**src/rtl/bin_to_bcd_if.sv**
```systemverilog
// Start/busy/done handshake bundle for the sequential binary-to-BCD converter.
// The neg sign line exists only when BIN2BCD_SIGNED_EN is defined.
interface bin_to_bcd_if #(
   parameter int BIN_W  = 8,
   parameter int DIGITS = 3
);
   logic                  start;
   logic [BIN_W-1:0]      bin_in;
   logic                  busy;
   logic                  done;
   logic [4*DIGITS-1:0]   bcd_out;
`ifdef BIN2BCD_SIGNED_EN
   logic                  neg;

   modport master (output start, bin_in, input busy, done, bcd_out, neg);
   modport slave  (input start, bin_in, output busy, done, bcd_out, neg);
`else
   modport master (output start, bin_in, input busy, done, bcd_out);
   modport slave  (input start, bin_in, output busy, done, bcd_out);
`endif
endinterface

```
**src/rtl/bin_to_bcd_seq.sv**
```systemverilog
// Sequential double-dabble converter: one binary bit shifted into the BCD scratch per clock.
// Optional feature macro BIN2BCD_SIGNED_EN: two's-complement input, magnitude converted, sign on neg.
module bin_to_bcd_seq #(
   parameter int BIN_W  = 8,
   parameter int DIGITS = 3
) (
   input  logic         clk,
   input  logic         rst_n,
   bin_to_bcd_if.slave  bus
);
   // state | meaning
   // IDLE  | waiting for start, bcd_out holds last result
   // SHIFT | add-3 correction then shift, one bit per clock
   // DONE  | done=1 for one cycle, start here is accepted back-to-back
   typedef enum logic [1:0] {IDLE, SHIFT, DONE} state_t;

   localparam int BW = 4 * DIGITS;
   localparam int CW = $clog2(BIN_W + 1);

   function automatic longint unsigned pow10(input int n);
      longint unsigned p;
      p = 1;
      for (int i = 0; i < n; i++) p = p * 10;
      return p;
   endfunction

   localparam longint unsigned MAX_BIN = (64'd1 << BIN_W) - 64'd1;

   generate
      if (pow10(DIGITS) <= MAX_BIN) begin : g_digits_check
         $error("bin_to_bcd_seq: DIGITS too small for BIN_W");
      end
   endgenerate

   state_t           state, state_nx;
   logic [BIN_W-1:0] shreg, shreg_nx;
   logic [BW-1:0]    scratch, scratch_nx;
   logic [BW-1:0]    adj;
   logic [CW-1:0]    cnt, cnt_nx;
   logic [BW-1:0]    bcd_q, bcd_nx;
   logic [BIN_W-1:0] load_val;

`ifdef BIN2BCD_SIGNED_EN
   logic sign_q, sign_nx;
   logic neg_q, neg_nx;

   // Negating the most-negative value wraps to itself, which read unsigned is 2**(BIN_W-1).
   assign load_val = bus.bin_in[BIN_W-1] ? (~bus.bin_in + BIN_W'(1)) : bus.bin_in;
   assign bus.neg  = neg_q;
`else
   assign load_val = bus.bin_in;
`endif

   always_comb begin
      adj = scratch;
      for (int i = 0; i < DIGITS; i++) begin
         if (scratch[4*i +: 4] >= 4'd5) adj[4*i +: 4] = scratch[4*i +: 4] + 4'd3;
      end
   end

   always_comb begin
      state_nx   = state;
      shreg_nx   = shreg;
      scratch_nx = scratch;
      cnt_nx     = cnt;
      bcd_nx     = bcd_q;
`ifdef BIN2BCD_SIGNED_EN
      sign_nx    = sign_q;
      neg_nx     = neg_q;
`endif
      case (state)
         IDLE, DONE: begin
            if (bus.start) begin
               state_nx   = SHIFT;
               shreg_nx   = load_val;
               scratch_nx = '0;
               cnt_nx     = '0;
`ifdef BIN2BCD_SIGNED_EN
               sign_nx    = bus.bin_in[BIN_W-1];
`endif
            end else begin
               state_nx = IDLE;
            end
         end
         SHIFT: begin
            scratch_nx = {adj[BW-2:0], shreg[BIN_W-1]};
            shreg_nx   = {shreg[BIN_W-2:0], 1'b0};
            cnt_nx     = cnt + CW'(1);
            if (cnt == CW'(BIN_W - 1)) begin
               state_nx = DONE;
               bcd_nx   = {adj[BW-2:0], shreg[BIN_W-1]};
`ifdef BIN2BCD_SIGNED_EN
               neg_nx   = sign_q;
`endif
            end
         end
         default: state_nx = IDLE;
      endcase
   end

   always_ff @(posedge clk) begin
      if (!rst_n) begin
         state   <= IDLE;
         shreg   <= '0;
         scratch <= '0;
         cnt     <= '0;
         bcd_q   <= '0;
`ifdef BIN2BCD_SIGNED_EN
         sign_q  <= 1'b0;
         neg_q   <= 1'b0;
`endif
      end else begin
         state   <= state_nx;
         shreg   <= shreg_nx;
         scratch <= scratch_nx;
         cnt     <= cnt_nx;
         bcd_q   <= bcd_nx;
`ifdef BIN2BCD_SIGNED_EN
         sign_q  <= sign_nx;
         neg_q   <= neg_nx;
`endif
      end
   end

   assign bus.busy    = (state == SHIFT);
   assign bus.done    = (state == DONE);
   assign bus.bcd_out = bcd_q;
endmodule
```
**src/flat_wrapper.sv**
```systemverilog
// flat-port wrapper written by rule: the top's interface ports become plain ports
module bin_to_bcd_seq_flat 
#(
   parameter int BIN_W  = 8,
   parameter int DIGITS = 3
)
  (clk, rst_n, bus_start, bus_bin_in, bus_busy, bus_done, bus_bcd_out);
  bin_to_bcd_if #(.BIN_W(BIN_W), .DIGITS(DIGITS)) bus_i ();
  input  logic clk;
  input  logic rst_n;
  input wire logic [$bits(bus_i.start)-1:0] bus_start;
  input wire logic [$bits(bus_i.bin_in)-1:0] bus_bin_in;
  output wire logic [$bits(bus_i.busy)-1:0] bus_busy;
  output wire logic [$bits(bus_i.done)-1:0] bus_done;
  output wire logic [$bits(bus_i.bcd_out)-1:0] bus_bcd_out;
  assign bus_i.start = bus_start;
  assign bus_i.bin_in = bus_bin_in;
  assign bus_busy = bus_i.busy;
  assign bus_done = bus_i.done;
  assign bus_bcd_out = bus_i.bcd_out;
  bin_to_bcd_seq #(.BIN_W(BIN_W), .DIGITS(DIGITS)) u_core (.clk(clk), .rst_n(rst_n), .bus(bus_i));
endmodule
```
**config.mk**
```make
export PLATFORM = sky130hd
export DESIGN_NAME = bin_to_bcd_seq_flat
export DESIGN_NICKNAME = d
export VERILOG_FILES = /design/src/rtl/bin_to_bcd_if.sv /design/src/rtl/bin_to_bcd_seq.sv /design/src/flat_wrapper.sv
export SDC_FILE = /design/constraint.sdc
export NUM_CORES = 1
export LEC_CHECK = 0
export ABC_AREA = 1
export CAP_MARGIN = 20
export CORE_AREA = 3 3 84 46
export DETAILED_ROUTE_END_ITERATION = 8
export DIE_AREA = 0 0 87 49
export PLACE_DENSITY = 0.82
export SYNTH_ARGS = -nofsm -noshare
export SYNTH_HDL_FRONTEND = slang
export SYNTH_SLANG_ARGS = --single-unit
```
**constraint.sdc**
```tcl
create_clock -name clk -period 3.1 [get_ports clk]
set_input_delay 0.31 -clock clk [delete_from_list [all_inputs] [get_ports clk]]
set_output_delay 0.31 -clock clk [all_outputs]
set_load 0.1 [all_outputs]
```
==> Implementation_results.wiki <==
{| class="wikitable"
! Metric !! Value
|-
| Antenna violations before repair || 0
|-
| Antenna viol nets, final || 0
|-
| Synth-to-Final Area Change || 17.52%
|-
| Total of warnings raised by yosys || 0
|-
| Maximum number of buffers from clock root to sink || 2
|-
| Flip-flop and latch area || 760.7 sq um
|-
| Top cell type's share of synthesized area || 41.62%
|-
| Inserted Diodes || 0
|-
| # rows || 14
|-
| Routed via count divided by cell count || 5.062
|-
| GRT Residual Overflow || 0
|-
| Total number of H-tree levels || 2
|-
| Area occupied by multi-input gates || 893.4 sq um
|-
| CP Buf/Inv Count || 1
|-
| Worst relative slew slack || 34.77%
|-
| Maximum fanout along the worst path || 2
|-
| Pin count of the biggest net entering global routing || 27
|-
| Hold buffer count at CTS || 0
|-
| Period Utilization, post-route || 67.37%
|-
| Netlist area before placement || 1828 sq um
|-
| Number of buffers created by CTS || 5
|-
| Final core utilization || 70.08%
|-
| Leakage Power || 0.9234 nW
|-
| Most area-hungry cell type in the Yosys netlist || sky130_fd_sc_hd__dfxtp_1
|-
| Worst skew pair latency || 0.29 ns
|-
| Setup Crit Path Kind || reg2out
|-
| WP data arrival || 1.78 ns
|-
| Post-Syn Area per Cell || 7.031 sq um
|-
| Filler Cell Count || 249
|-
| Setup crit start kind || flop
|-
| Post-layout minimum cycle time || 2.088 ns
|-
| Post-route cell area || 2148 sq um
|-
| Routed via count || 1645
|-
| Data required time of the critical path || 2.79 ns
|-
| Total of flip-flops plus latches after synthesis || 38
|-
| Chip width || 87 um
|-
| Transition time at the pin with the least slew margin || 0.9755 ns
|-
| Synthesized netlist net count || 278
|-
| Cell variety after synth || 24
|-
| Number of I/O pins || 25
|-
| Wire length after detailed routing || 3.808 mm
|-
| # Post-CTS Setup Buffers || 0
|-
| Most common flop cell mapped by yosys || sky130_fd_sc_hd__dfxtp_1
|-
| Root buffer cell || sky130_fd_sc_hd__clkbuf_8
|-
| Global-route wire length before repair || 6.368 mm
|-
| Sequential cell area fraction in the yosys report || 41.62%
|-
| Drt first-iter violations || 92
|-
| Critical Path Slowest Stage Cell || sky130_fd_sc_hd__clkdlybuf4s50_1
|-
| Detailed-route DRC error count || 0
|-
| CTS-repair resized insts || 0
|-
| Max-capacitance violation count || 0
|-
| Achievable frequency || 0.4788 GHz
|-
| Post-synth ARST share || 0%
|-
| Outcome || finished, final reports clean
|-
| Number of cells produced by synthesis || 260
|-
| Series of cell instances along the critical path || clkdlybuf4s50_1
|-
| Fraction of final layout cells sized beyond drive strength 1 || 7.719%
|-
| Starting density of the core || 59.63%
|-
| Worst setup EP type || output port
|-
| Clock tree from TritonCTS || done
|-
| Number of setup violations in the final report || 0
|-
| Die Height || 49 um
|-
| Max Transition Viols Final || 0
|-
| Global placer's final weighted congestion || 0.8828
|-
| Setup TNS after final layout || 0 ns
|-
| Main area contributors after synthesis || sky130_fd_sc_hd__dfxtp_1 (42%), sky130_fd_sc_hd__nand2_1 (20%), sky130_fd_sc_hd__a21oi_1 (5.2%)
|-
| Overall routing resource usage || 18.56%
|-
| Hold WC Path Type || reg2reg
|-
| Number of buffers added on ports || 24
|-
| Placed instance area || 2057 sq um
|-
| Detailed-routing iteration count for the pre-antenna-repair pass || 4
|-
| Detail Placement HPWL || 2.557 mm
|-
| Area of the die || 4263 sq um
|-
| Via count of the first global-routing pass || 1513
|-
| Crit path largest cell delay || 1.14 ns
|-
| Hold Fails Final Rpt || 0
|-
| Wirelength per Cell || 11.72 um
|-
| Largest vdd supply drop || 0.2733 mV
|-
| Power per Cell Area || 430.7 nW/um^2
|-
| Count of nets after finishing || 302
|-
| Core Area || 3065 sq um
|-
| RSZ-0062 raised after global routing || false
|-
| Gate family responsible for the most delay along the worst path || buffers and inverters
|-
| Clock Sink Count || 38
|-
| EDFF count, synth || 0
|-
| Clock slew at the register clock pins of the worst setup and hold paths || 0.08 ns
|-
| Clk_skew || 0.007134 ns
|}
cell usage in the layout, fill, tap and decap left out, types with 2 or more instances in the layout:
cell                              netlist  layout
sky130_fd_sc_hd__nor2_1                15      15
sky130_fd_sc_hd__nand3_1               16      16
sky130_fd_sc_hd__clkbuf_8               0       6
sky130_fd_sc_hd__a31oi_1                7       7
sky130_fd_sc_hd__nand4_1                6       6
sky130_fd_sc_hd__mux2i_1                2       2
sky130_fd_sc_hd__nand2_2                2       2
sky130_fd_sc_hd__o21ai_0                5       5
sky130_fd_sc_hd__dfxtp_1               38      38
sky130_fd_sc_hd__a21oi_1               19      19
sky130_fd_sc_hd__clkdlybuf4s50_1        0      22
sky130_fd_sc_hd__inv_1                 25      25
sky130_fd_sc_hd__buf_4                  2       3
sky130_fd_sc_hd__nand2_1               99      99
sky130_fd_sc_hd__nor2_2                 4       4
sky130_fd_sc_hd__inv_2                  2       2
sky130_fd_sc_hd__ha_1                   7       7
cell families after synthesis:
group	share of synthesized area (%)
AO/OA/AOI/OAI	9.856
AND/OR/NAND/NOR	33.13
adder cells (fa/ha/maj)	4.791
multiplexers	1.095
buffers and inverters	9.514
flip-flops	41.62
final timing paths:
check	startpoint	endpoint	slack, ns	depth (start not counted)
worst min-delay path	u_core.shreg[6]	u_core.shreg[6]	0.47	2
worst max-delay path	u_core.bus.bcd_out[6]	bus_bcd_out[6]	1.01	1
worst max register to register	u_core.state[0]	u_core.bus.bcd_out[11]	1.59	8
worst min register to register	u_core.shreg[6]	u_core.shreg[6]	0.47	2
stage by stage:
step	std cells	hold WS [ns]	total power, W	setup slack [ns]
floorplan	260	0.4360	0.0005680	1.204
global placement	317	0.4492	0.0005886	1.163
detailed placement	317	0.4617	0.0005902	1.128
CTS	325	0.4744	0.0009305	1.001
global route	325	0.4946	0.0009675	0.9710
finish	325	0.4724	0.0009253	1.012
power by group:
| part | leakage (nW) | switching [W] | internal, W |
|---|---|---|---|
| Combinational | 0.567 | 0.0000504 | 0.0000244 |
| Sequential | 0.308 | 0.00000685 | 0.000499 |
| Clock | 0.0482 | 0.000166 | 0.000179 |
worst reg2reg max path: stages, from the launching register on:
cell and delay (ns):
sky130_fd_sc_hd__dfxtp_1 0.36, sky130_fd_sc_hd__nand2_1 0.10, sky130_fd_sc_hd__inv_2 0.36, sky130_fd_sc_hd__nand2_4 0.15, sky130_fd_sc_hd__inv_6 0.16, sky130_fd_sc_hd__nand2_1 0.06
sky130_fd_sc_hd__inv_1 0.12, sky130_fd_sc_hd__nand2_1 0.08, sky130_fd_sc_hd__nand2_1 0.06
layout make-up:
type	count	area share [%]
inverter	28	5.125
clock inverter	1	0.2330
timing repair buffer	25	11.30
multi-input combinational	186	41.58
tap	40	2.330
clock buffer	7	4.019
sequential	38	35.41
synth_stat cells, types with 2 or more instances:
master / n
sky130_fd_sc_hd__dfxtp_1: 38
sky130_fd_sc_hd__o21ai_0: 5
sky130_fd_sc_hd__nand2_2: 2
sky130_fd_sc_hd__nand3_1: 16
sky130_fd_sc_hd__ha_1: 7
sky130_fd_sc_hd__nand4_1: 6
sky130_fd_sc_hd__a21oi_1: 19
sky130_fd_sc_hd__buf_4: 2
sky130_fd_sc_hd__buf_2: 2
sky130_fd_sc_hd__nor2_2: 4
sky130_fd_sc_hd__nand2_1: 99
sky130_fd_sc_hd__clkbuf_1: 2
sky130_fd_sc_hd__inv_2: 2
sky130_fd_sc_hd__a31oi_1: 7
sky130_fd_sc_hd__mux2i_1: 2
sky130_fd_sc_hd__nor2_1: 15
sky130_fd_sc_hd__inv_1: 25
layer usage:
| metal | global-route usage (%) | vias to the layer above | wire length (um) |
|---|---|---|---|
| li1 | - | 874 | - |
| met1 | 22.79 | 728 | 1773 |
| met2 | 30.98 | 35 | 1800 |
| met3 | 5.228 | 8 | 182 |
| met4 | 6.477 | 0 | 52 |
| met5 | 0 | - | 0 |
flip-flops by register name, indices dropped and copies added, names as in the netlist:
name                cells
u_core.cnt              4
u_core.scratch         12
u_core.shreg            8
u_core.bus.bcd_out     12
u_core.state            2
No activity file was read; power rests on OpenSTA's default activity.
